### src/rtl/rx_pkt_pkg.sv
// rx_pkt_pkg: shared types and defaults for the RX packet framer.
// Holds the framer state encoding, default SYNC_BYTE / MAX_LEN, and the
// LEN-byte legality test.
package rx_pkt_pkg;

  typedef enum logic [2:0] {
    ST_IDLE,
    ST_LEN,
    ST_PAYLOAD,
    ST_CHECK,
    ST_DRAIN
  } rx_state_t;

  localparam logic [7:0]  DEF_SYNC_BYTE = 8'hA5;
  localparam int unsigned DEF_MAX_LEN   = 16;

  // A LEN byte is legal when it is non-zero and does not exceed max_len.
  function automatic logic len_legal(input logic [7:0] b, input logic [7:0] max_len);
    return (b != 8'h00) && (b <= max_len);
  endfunction

endpackage

### src/rtl/rx_byte_timer.sv
// rx_byte_timer: inter-byte timeout counter for rx_pkt_framer.
// Counts enabled cycles since the last restart; 'expired' is asserted on
// the cycle the count reaches TIMEOUT_CYCLES, unless a restart arrives in
// that same cycle (the byte wins).
module rx_byte_timer #(
  parameter int unsigned TIMEOUT_CYCLES = 650_000
) (
  input  logic clk_in,
  input  logic rst_in,
  input  logic enable,
  input  logic restart,
  output logic expired
);

  localparam int unsigned CW = $clog2(TIMEOUT_CYCLES + 1);
  localparam logic [CW-1:0] LAST = CW'(TIMEOUT_CYCLES - 1);

  logic [CW-1:0] count;

  // Cycle counter: cleared while disabled or on restart, saturates at LAST.
  always_ff @(posedge clk_in) begin
    if (rst_in || !enable || restart) begin
      count <= '0;
    end else if (count != LAST) begin
      count <= count + CW'(1);
    end
  end

  assign expired = enable && !restart && (count == LAST);

endmodule

### src/rtl/rx_pkt_framer.sv
// rx_pkt_framer: frames SYNC/LEN/payload/CHK byte streams from a UART
// receiver, verifies the XOR checksum and drains the buffered payload over
// a valid/ready interface.
// Optional feature: define RX_PKT_TIMEOUT_EN to enable the inter-byte
// timeout (rx_byte_timer); otherwise 'timeout' is tied low and a partial
// frame waits indefinitely.
module rx_pkt_framer
  import rx_pkt_pkg::*;
#(
  parameter int unsigned MAX_LEN        = DEF_MAX_LEN,
  parameter logic [7:0]  SYNC_BYTE      = DEF_SYNC_BYTE,
  parameter int unsigned TIMEOUT_CYCLES = 650_000
) (
  input  logic       clk_in,
  input  logic       rst_in,
  input  logic [7:0] byte_in,
  input  logic       byte_valid,
  output logic [7:0] pkt_data,
  output logic       pkt_valid,
  input  logic       pkt_ready,
  output logic       pkt_last,
  output logic [7:0] pkt_len,
  output logic       len_err,
  output logic       chk_err,
  output logic       drop,
  output logic       timeout
);

  localparam int unsigned IW        = $clog2(MAX_LEN + 1);
  localparam int unsigned AW        = (MAX_LEN > 1) ? $clog2(MAX_LEN) : 1;
  localparam int unsigned DEPTH     = 1 << AW;
  localparam logic [7:0]  MAX_LEN_B = 8'(MAX_LEN);

  rx_state_t     state;
  logic [IW-1:0] len;
  logic [IW-1:0] wr_idx;
  logic [IW-1:0] rd_idx;
  logic [7:0]    chk;
  logic [7:0]    pay_buf [DEPTH];
  logic          accept;

  assign accept = pkt_valid && pkt_ready;

`ifdef RX_PKT_TIMEOUT_EN
  logic tmr_enable;
  logic tmr_expired;

  assign tmr_enable = (state == ST_LEN) || (state == ST_PAYLOAD) || (state == ST_CHECK);

  rx_byte_timer #(
    .TIMEOUT_CYCLES(TIMEOUT_CYCLES)
  ) u_timer (
    .clk_in (clk_in),
    .rst_in (rst_in),
    .enable (tmr_enable),
    .restart(byte_valid),
    .expired(tmr_expired)
  );
`else
  assign timeout = 1'b0;
`endif

  // Payload storage: written only while collecting payload bytes.
  always_ff @(posedge clk_in) begin
    if (state == ST_PAYLOAD && byte_valid) begin
      pay_buf[wr_idx[AW-1:0]] <= byte_in;
    end
  end

  // The buffer is only observed while draining; rd_idx is held during stalls.
  assign pkt_data = pkt_valid ? pay_buf[rd_idx[AW-1:0]] : '0;

  // Frame FSM with registered handshake outputs and one-cycle error pulses.
  always_ff @(posedge clk_in) begin
    if (rst_in) begin
      state     <= ST_IDLE;
      len       <= '0;
      wr_idx    <= '0;
      rd_idx    <= '0;
      chk       <= '0;
      pkt_valid <= 1'b0;
      pkt_last  <= 1'b0;
      pkt_len   <= '0;
      len_err   <= 1'b0;
      chk_err   <= 1'b0;
      drop      <= 1'b0;
`ifdef RX_PKT_TIMEOUT_EN
      timeout   <= 1'b0;
`endif
    end else begin
      len_err <= 1'b0;
      chk_err <= 1'b0;
      drop    <= 1'b0;
`ifdef RX_PKT_TIMEOUT_EN
      timeout <= 1'b0;
`endif
      case (state)
        ST_IDLE: begin
          if (byte_valid && byte_in == SYNC_BYTE) begin
            state <= ST_LEN;
          end
        end
        ST_LEN: begin
          if (byte_valid) begin
            if (!len_legal(byte_in, MAX_LEN_B)) begin
              len_err <= 1'b1;
              state   <= ST_IDLE;
            end else begin
              len    <= byte_in[IW-1:0];
              chk    <= byte_in;
              wr_idx <= '0;
              state  <= ST_PAYLOAD;
            end
          end
        end
        ST_PAYLOAD: begin
          if (byte_valid) begin
            chk    <= chk ^ byte_in;
            wr_idx <= wr_idx + IW'(1);
            if (wr_idx == len - IW'(1)) begin
              state <= ST_CHECK;
            end
          end
        end
        ST_CHECK: begin
          if (byte_valid) begin
            if (byte_in == chk) begin
              state     <= ST_DRAIN;
              pkt_valid <= 1'b1;
              pkt_len   <= 8'(len);
              pkt_last  <= (len == IW'(1));
              rd_idx    <= '0;
            end else begin
              chk_err <= 1'b1;
              state   <= ST_IDLE;
            end
          end
        end
        ST_DRAIN: begin
          drop <= byte_valid;
          if (accept) begin
            if (pkt_last) begin
              state     <= ST_IDLE;
              pkt_valid <= 1'b0;
              pkt_last  <= 1'b0;
              pkt_len   <= '0;
              rd_idx    <= '0;
            end else begin
              rd_idx   <= rd_idx + IW'(1);
              pkt_last <= (rd_idx + IW'(1) == len - IW'(1));
            end
          end
        end
        default: state <= ST_IDLE;
      endcase
`ifdef RX_PKT_TIMEOUT_EN
      // Expiry implies an active frame state and no byte this cycle, so it
      // never collides with the case branches above.
      if (tmr_expired) begin
        timeout <= 1'b1;
        state   <= ST_IDLE;
      end
`endif
    end
  end

endmodule

### config.mk
export PLATFORM = sky130hd
export DESIGN_NAME = rx_pkt_framer
export DESIGN_NICKNAME = d
export VERILOG_FILES = /design/src/rtl/rx_pkt_pkg.sv /design/src/rtl/rx_byte_timer.sv /design/src/rtl/rx_pkt_framer.sv
export SDC_FILE = /design/constraint.sdc
export NUM_CORES = 1
export LEC_CHECK = 0
export CAP_MARGIN = 20
export CORE_AREA = 2 2 118 120
export DETAILED_ROUTE_END_ITERATION = 8
export DIE_AREA = 0 0 120 122
export PLACE_DENSITY = 0.71
export SLEW_MARGIN = 25
export SYNTH_ARGS = -nofsm -noshare
export SYNTH_HDL_FRONTEND = slang
export SYNTH_SLANG_ARGS = --single-unit
### constraint.sdc
create_clock -name clk_in -period 4.6 [get_ports clk_in]
set_input_delay 0.46 -clock clk_in [delete_from_list [all_inputs] [get_ports clk_in]]
set_output_delay 0.46 -clock clk_in [all_outputs]
set_load 0.01 [all_outputs]
After elaboration in Yosys (flattened, before gate mapping)
Memory sizes are Yosys's and may differ from the RTL's. A register that Yosys moved wholly into a read port is not among the register bits.
Index checks and enable logic that the tools add are counted.
W data, S select, Z words.
{ "op_classes": {"bitwise": 5, "n_div": 0, "n_eq_ne": 18, "addsub": 3, "n_mux": 45, "n_lt_le_gt_ge": 1, "n_shift": 0, "n_reduce_logical": 16, "multipliers": 0} }
{ "ops": {"columns": ["op", "n"], "rows": [
  ["$mux W8", 8],
  ["$mux W5", 7],
  ["$pmux W8 S2", 2],
  ["$mux W3", 8],
  ["$pmux W5 S2", 2],
  ["$ne A2 B2 Y1 const B", 8],
  ["$pmux W3 S5", 1],
  ["$mux W1", 12],
  ["$add A5 B1 Y5 const B", 2],
  ["$eq A5 B5 Y1", 2],
  ["$eq A8 B8 Y1", 1],
  ["$eq A8 B8 Y1 const B", 1],
  ["$le A8 B5 Y1 const B", 1],
  ["$mux W4", 2],
  ["$reduce_and A4 Y1", 2],
  ["$reduce_bool A8 Y1", 1],
  ["$xor A8 B8 Y8", 1],
  ["$reduce_and A7 Y1", 1],
  ["$eq A3 B2 Y1 const B", 2],
  ["$reduce_or A3 Y1", 2],
  ["$eq A5 B1 Y1 const B", 1],
  ["$reduce_and A5 Y1", 1],
  ["$sub A5 B1 Y5 const B", 1],
  ["$logic_and A1 B1 Y1", 4],
  ["10 further kinds", 15]
]} }
{ "word_totals": {"wordCells": 100, "latch_bits": 0, "ram_bits": 128, "out_inout_bits": 22, "in_bits": 12, "memories": 1, "mem_bits_ro": 0, "reg_bits": 39} }
{ "memory_table": {"columns": ["name", "depth", "width", "read_ports", "rd_ports_with_merged_regs", "write_ports", "line_no", "text"], "rows": [
  ["pay_buf", 16, 8, 1, 1, 1, "rx_pkt_framer.sv:39", "logic [7:0] pay_buf [DEPTH];"]
]} }

Longest topological paths before layout
Gate-level depths: netlist (run 1).
{ "logic_depth": {"word_depth": 6, "ltp_mapped": 8} }

Worst setup path after synthesis (run 1)
OpenSTA, ideal clock, no wires.
{ "synth_path": {"path_type": "input to register", "from": "in byte_valid", "to": "mem pay_buf[3][0] (enable)", "t_arrival_ns": 1.916, "path_buffers": 1, "path_slack_ns": 2.301, "stages": 5, "cell_sequence": "clkbuf_1 inv_1 nor2_1 nand2_1 nor3_1"} }
{ "synth_between": {"elab_chain_cells": 3} }
{ "synth_rtl": {"columns": ["item", "line_no", "text"], "rows": [
  ["from (decl)", "rx_pkt_framer.sv:17", "input logic byte_valid,"],
  ["$logic_and A1 B1 Y1", "rx_pkt_framer.sv:65", "if (state == ST_PAYLOAD && byte_valid) begin"],
  ["$mux W1", "rx_pkt_framer.sv:65", null],
  ["$mux W1 (implied by the code)", "rx_pkt_framer.sv:66", "pay_buf[wr_idx[AW-1:0]] <= byte_in;"],
  ["to (decl)", "rx_pkt_framer.sv:39", null]
]} }
Every way passes these cells.

==> results of run 1 <==
-- power by group through the flow --
stage          sequential, mW  combinational [mW]  clock, mW
3_5_place_dp             1.66              0.0552          0
4_1_cts                  1.63              0.0553       1.34
2_1_floorplan            1.66              0.0203          0
5_1_grt                  1.63              0.0614       1.40
6_report                 1.63              0.0564       1.32
3_3_place_gp             1.66              0.0538          0
-- synthesized netlist by cell type (all sizes together) --
library cell / instances / area (um^2)
and2: 8 / 50.1
nand3b: 14 / 105
o21ai: 6 / 30.0
nand2b: 6 / 37.5
clkbuf: 15 / 56.3
a31oi: 11 / 68.8
xor2: 6 / 52.6
o211ai: 7 / 52.6
edfxtp: 128 / 3840
o211a: 1 / 10.0
nor4b: 3 / 26.3
nor3b: 2 / 20.0
or4: 2 / 15.0
conb: 1 / 3.75
o31ai: 1 / 7.51
nor4: 5 / 37.5
nand4: 3 / 18.8
inv: 7 / 26.3
xnor2: 19 / 166
nor3: 11 / 55.1
a21oi: 29 / 145
a211oi: 1 / 7.51
nand2: 26 / 97.6
nand4b: 1 / 8.76
nor2b: 1 / 6.26
ha: 7 / 87.6
o31a: 1 / 8.76
and3: 10 / 62.6
a311oi: 3 / 26.3
buf: 16 / 103
dfxtp: 40 / 801
o21a: 2 / 15.0
mux4: 40 / 901
nand3: 21 / 105
nor2: 34 / 128
-- cells by family (layout without fill, tap and decap cells) --
family / Yosys count / after routing / share of synthesized area [%]
other: 1 / 4 / 0.0522
buffers and inverters: 38 / 86 / 2.58
and+or+nand+nor: 147 / 147 / 10.8
AOI/OAI and AO/OA: 62 / 62 / 5.17
muxes: 40 / 40 / 12.5
adders and majority gates: 7 / 7 / 1.22
xor gates and xnor gates: 25 / 25 / 3.05
DFF: 168 / 168 / 64.6
-- worst reg2reg max path, stage by stage (launching register included) --
cell                       delay [ps]
sky130_fd_sc_hd__dfxtp_1          530
sky130_fd_sc_hd__nor2b_1          240
sky130_fd_sc_hd__nand2b_1         380
sky130_fd_sc_hd__nor2_1           480
sky130_fd_sc_hd__nand2_1          210
sky130_fd_sc_hd__nor2_1           500
sky130_fd_sc_hd__buf_4            280
-- per-stage QoR --
| step | total power, mW | hold slack [ps] | area [um^2] |
|---|---|---|---|
| after floorplan | 1.68 | 455 | 7200 |
| after global placement | 1.72 | 469 | 7690 |
| after detailed placement | 1.72 | 473 | 7690 |
| after CTS | 3.02 | 483 | 8240 |
| after global routing | 3.09 | 504 | 8240 |
| final | 3.01 | 483 | 8240 |
-- area by class of cell --
class                   instances  area, um^2  share of cell area [%]
repair buffers                 47         425                    5.16
clock buffers                  21         440                    5.35
multi-input cells             285        2370                    28.7
clock inverters                11         106                    1.29
flip-flops and latches        168        4650                    56.4
inverters                       7        26.3                   0.319
well taps                     180         225                    2.73
-- final timing paths --
kind                   from  cells past startpoint        endpoint
hold / removal    rd_idx[4]                      2       rd_idx[4]
setup / recovery   register                      5     pkt_data[3]
hold reg to reg   rd_idx[4]                      2       rd_idx[4]
setup reg to reg   state[1]                      6  pay_buf[11][7]
-- layer usage --
metal  routed length (um)  track usage [%]  vias up
met5                    0                0        -
met2                 7980             38.4      179
met1                 6350             29.2     2161
met3                  789             4.03       29
met4                  327             10.1        0
li1                     -                -     1957
-- flip-flops by register name (all words and copies together), names as in the netlist, named ones only --
name	flops
len	5
pkt_len	5
len_err	1
drop	1
wr_idx	5
state	3
rd_idx	5
pay_buf	128
chk_err	1
chk	8
pkt_last	1
pkt_valid	1
==> impl_results.md, run 1 <==
* Proportion of synthesized chip area in sequential cells at between 60% and 70%
* Violation count after the first detailed-routing iteration at 554
* Wire length of the first global-routing pass at 24300 um
* Switching Share at 19.1%
* Delay of the slowest cell on the worst path at roughly 590 ps
* Initial antenna violation count at 0
* Clock-pin slew reported for the worst setup and hold paths after clock tree synthesis at 60 ps
* Count of buffers from port buffering at 29
* Pin count of the biggest net entering global routing at 37
* Most common library cell in the layout ignoring fill and taps: sky130_fd_sc_hd__edfxtp_1
* Max Clock Skew at 8.12 ps
* Status: finished clean
* CTS HTree Levels at 4
* Start-to-end type of the worst setup path: reg2out
* Proportion of layout cells with a drive suffix above 1 at 16.0%
* I/O pin count at 34
* Seq pwr share at a little over half
* Most frequent cells in the layout: 128 x sky130_fd_sc_hd__edfxtp_1, 40 x sky130_fd_sc_hd__mux4_2, 39 x sky130_fd_sc_hd__dfxtp_1
* Full die area at 14600 um^2
* P&R area growth vs syn at 14.6%
* Register bit total from synthesis at roughly 170
* Placed insts at approximately 690
* IR drop worst, VDD at between 150 and 200 uV
* Final critical delay including setup and external delays at around 3500 ps
* Height of the die at 122 um
* Internal power at 2.43 mW
* Type of the tightest min-delay check: reg2reg
* Largest fanout of any net on the critical path at 11
* Net Switching at 576 uW
* Dominant cell type by count on the critical path: sky130_fd_sc_hd__mux4_2
* TritonCTS clock tree: built
* Clock latency reported for the late side of the worst-skew pair at 430 ps
* Routability cong. at a little under 0.8
* Vias per inst at 6.02
* Number of global-route vias before repair at 4345
* Final worst-path setup slack at 1100 ps
* CP Cell Sequence: buf_4 > mux4_2 > mux4_2 > and2_1 > clkdlybuf4s50_1
* Final core utilization at 61.0%
* CTS Hold Buffers Added at 0
* Netlist area before placement at 7190 um^2
* Max Transition Viols Final at 0
* Grt ovf at 0
* Detailed-routing iteration count for the pre-antenna-repair pass at 5
* Width of the die at around 120 um
* Worst slew margin relative to its limit at approximately 42%
* Global routing usage summed across all routing layers at 22.8%
* Post_cts resized at 0
* Combinational share of power at 1.9%
* Detailed placement HPWL at 10200 um
* Count of nets after finishing at 545
* Gate count after technology mapping at a little under 500
* Reg2reg setup slack at 1680 ps
* Fraction of the cycle the final worst path needs at 76.2%
* Final antenna-violating net count at 0
* Number of maximum-capacitance violations at 0
* DR DRC count at 0
* Cell at the root of the clock tree: sky130_fd_sc_hd__clkbuf_16
* Std-Cell Rows at between 40 and 50
* Average footprint of a synthesized cell at 14.7 um^2
* Number of buffers added by the clock tree synthesis step at 17
* Setup total negative slack at 0 ps
* Data required, critical path at 4140 ps
* Crit path arrival time at 3040 ps
* Critical-path cell with the highest stage delay: sky130_fd_sc_hd__dfxtp_2
* Setup violation total in the final timing report at 0
* RSZ-0062 raised after global routing: no
* Crit-path leading delay family: multiplexers
* Max Freq at roughly 290 MHz
* Actual slew at the worst max-slew pin at 866 ps
* Fin cells at 719
* Number of synthesis warnings at 0
* Number of antenna diodes at 0
* Post-synth cell types at 40
* Clk buf depth at 2
* Layout filler cell count at 1006
* Setup Slack @ Placement at 1440 ps
* Setup fix buffers added after clock tree synthesis at 0
* Final Hold Viols at 0
* Kind of end point of the critical path: primary output
* Critical Path Source Type: register
* Aggregate routed wire length at 15400 um
* Total leakage power at 2.57 nW
* Clock sink count at 168
* Total vias in the final route at 4326
* Post-detailed-route wirelength per cell at around 21 um
* Critical path buffers and inverters at 2
* Clock Power Share at about 44%
* Pwr per Cell Area at ~370 nW/um^2
* Floorplan Core Area at 13500 um^2
* Initial core utilization at 53.2%
Power figures use the tool's default switching activity.
==> run 2, diff against run 1 <==
- CORE_AREA: 2 2 118 120 -> 2 2 119 121
- DIE_AREA: 0 0 120 122 -> 0 0 121 123
- PLACE_DENSITY: 0.71 -> 0.73
- clock period: 4.6 -> 2.8 ns (I/O delays scaled with it)
==> run 2 against run 1 <==
  * Critical path depth rose by 1
  * Largest power group unchanged
  * Critical path type unchanged
  * Global-route usage rose by 0.30 points
  * Clock-buffer cell count did not move
==> impl_results.md, run 2 (same netlist as run 1, synthesis figures left out) <==
* TritonCTS clock tree: built
* Count of nets after finishing at 571 (+4.8%)
* Cell at the root of the clock tree: sky130_fd_sc_hd__clkbuf_16
* Final Hold Viols at 0 (unchanged)
* Initial antenna violation count at 0 (unchanged)
* Critical-path cell with the highest stage delay: sky130_fd_sc_hd__mux4_2
* Setup Slack @ Placement at 179 ps (-1260 ps)
* Status: finished clean
* Global routing usage summed across all routing layers at 23.1% (+0.30 points)
* Sequential cell area at 4650 um^2 (about the same)
* Wire length of the first global-routing pass at 24900 um (+2.6%)
* Fin cells at 745 (+3.6%)
* Final worst hold slack at 484 ps (+0.617 ps)
* Critical Path Source Type: register
* Layout Cell Area excl Fill at 8600 um^2 (+4.4%)
* Max Freq at ~370 MHz
* Placed insts at 709 (+3.2%)
* Final antenna-violating net count at 0 (unchanged)
* CTS Hold Buffers Added at 0 (unchanged)
* Aggregate routed wire length at 15900 um (+3.2%)
* Delay of the slowest cell on the worst path at 500 ps (-90 ps)
* Pwr per Cell Area at 620 nW/um^2 (+70%)
* Total leakage power at 2.79 nW (+8.6%)
* Setup total negative slack at 0 ps (unchanged)
* Largest register FFs at 128 (unchanged)
* Height of the die at 123 um (+0.82%)
* Setup violation total in the final timing report at 0 (unchanged)
* Std-Cell Rows at 43 (unchanged)
* Critical path buffers and inverters at 3 (+1)
* CP Cell Sequence: buf_6 > buf_16 > mux4_2 > mux4_2 > and2_1 > clkdlybuf4s15_1
* Clock-pin slew reported for the worst setup and hold paths after clock tree synthesis at 60 ps (about the same)
* Violation count after the first detailed-routing iteration at 539 (-2.7%)
* Grt ovf at 0 (unchanged)
* Number of antenna diodes at 0 (unchanged)
* Width of the die at 121 um (+0.83%)
* Most common library cell in the layout ignoring fill and taps: sky130_fd_sc_hd__edfxtp_1
* Routability cong. at 0.815 (+2.6%)
* Crit path arrival time at 2450 ps (-590 ps)
* Fraction of the cycle the final worst path needs at 97.6%
* P&R area growth vs syn at 19.7%
* Logic depth of the worst path, buffers included at 6 (+1)
* Reg2reg setup slack at 610 ps (-1070 ps)
* Layout filler cell count at 973 (-3.3%)
* Dominant cell type by count on the critical path: sky130_fd_sc_hd__mux4_2
* I/O pin count at 34 (unchanged)
* Kind of end point of the critical path: primary output
* Max Transition Viols Final at 0 (unchanged)
* Final worst-path setup slack at 66.6 ps (-1030 ps)
* Actual slew at the worst max-slew pin at 588 ps (-277 ps)
* Number of buffers added by the clock tree synthesis step at 17 (unchanged)
* Number of global-route vias before repair at 4424 (+1.8%)
* Total vias in the final route at 4453 (+2.9%)
* R2R depth at 6 (unchanged)
* Final core utilization at 63.2% (+2.2 points)
* Clock latency reported for the late side of the worst-skew pair at 430 ps (about the same)
* Proportion of layout cells with a drive suffix above 1 at 20.9% (+4.9 points)
* Type of the tightest min-delay check: reg2reg
* Detailed-routing iteration count for the pre-antenna-repair pass at 6 (+1)
* Initial core utilization at 52.8% (-0.42 points)
* Max Clock Skew at 7.63 ps (-0.485 ps)
* Termination of the worst setup path: pkt_data[2]
* FF-to-FF End: pay_buf[5][4]
* Pin count of the biggest net entering global routing at 33 (-11%)
* Total Power Consumption at 5.33 mW (+77%)
* Clk buf depth at 2 (unchanged)
* Count of buffers from port buffering at 29 (unchanged)
* RSZ-0062 raised after global routing: no
* Clock sink count at 168 (unchanged)
* Worst slew margin relative to its limit at 60.7% (+19 points)
* Number of maximum-capacitance violations at 0 (unchanged)
* Detailed placement HPWL at 10200 um (+0.54%)
* Final critical delay including setup and external delays at 2730 ps
* Vias per inst at 5.98 (-0.66%)
* Most frequent cells in the layout: 128 x sky130_fd_sc_hd__edfxtp_1, 40 x sky130_fd_sc_hd__mux4_2, 39 x sky130_fd_sc_hd__dfxtp_1
* R2R Path Start: state[1]
* Full die area at 14900 um^2 (+1.7%)
* Area after DPL at 7880 um^2 (+2.5%)
* Data required, critical path at 2520 ps (-1620 ps)
* Start-to-end type of the worst setup path: reg2out
* CTS HTree Levels at 4 (unchanged)
* Crit-path leading delay family: multiplexers
* Area taken by multi-input logic gates at 2370 um^2 (unchanged)
* Post-detailed-route wirelength per cell at 21.4 um (-0.45%)
* IR drop worst, VDD at 396 uV (+100%)
* Largest fanout of any net on the critical path at 6 (-5)
* DR DRC count at 0 (unchanged)
* Floorplan Core Area at 13600 um^2 (+0.80%)
-- run 2: changes by cell type in the layout (fill, tap and decap cells not counted), sizes merged --
| cell | change |
|---|---|
| clkbuf | +1 |
| dlygate4sd2 | +3 |
| clkdlybuf4s50 | -8 |
| bufinv | +3 |
| buf | +26 |
| clkdlybuf4s15 | +4 |
| clkinv | -3 |
-- run 2: power breakdown --
part / total [mW] / switching, mW / internal (mW)
clock: 2.55 / 0.923 / 1.63
combinational: 0.105 / 0.0714 / 0.0333
sequential: 2.67 / 0.000125 / 2.67
-- run 2: worst min path at each step --
stage	startpoint	end	slack, ps	cells past startpoint
6_report	rd_idx[4]	rd_idx[4]	480	2
5_1_grt	rd_idx[4]	rd_idx[4]	500	2
4_1_cts	rd_idx[4]	rd_idx[4]	480	2
3_5_place_dp	rd_idx[4]	rd_idx[4]	470	2
3_3_place_gp	rd_idx[4]	rd_idx[4]	470	2
2_1_floorplan	byte_in[0]	pay_buf[0][0]	380	0
-- run 2: timing repair --
action	CTS	global route
resized for setup	12	7
setup buffers	4	0
gates cloned	2	0
endpoints found under the setup margin	8	7
-- run 2: worst min-delay path: cells and delay by family (launching register included) --
kind | cells | cell delay (ps)
flip-flops | 1 | 320
AO/OA/AOI/OAI | 1 | 50
AND/OR/NAND/NOR | 1 | 60
-- run 2: cell type report --
cell class | count | share of cell area (%)
Clock buffer | 21 | 5.35
Clock inverter | 11 | 2.27
Inverter | 7 | 0.306
Multi-Input combinational cell | 285 | 27.5
Sequential cell | 168 | 54.1
Tap cell | 180 | 2.62
Timing Repair Buffer | 73 | 7.87
-- run 2: routing by layer --
layer  up-vias  global-route usage [%]  routed length (um)
li1       2010                       -                   -
met1      2260                    29.9                6440
met2       168                    39.4                8410
met3        15                    4.70                 907
met4         0                    7.56                 177
met5         -                       0                   0
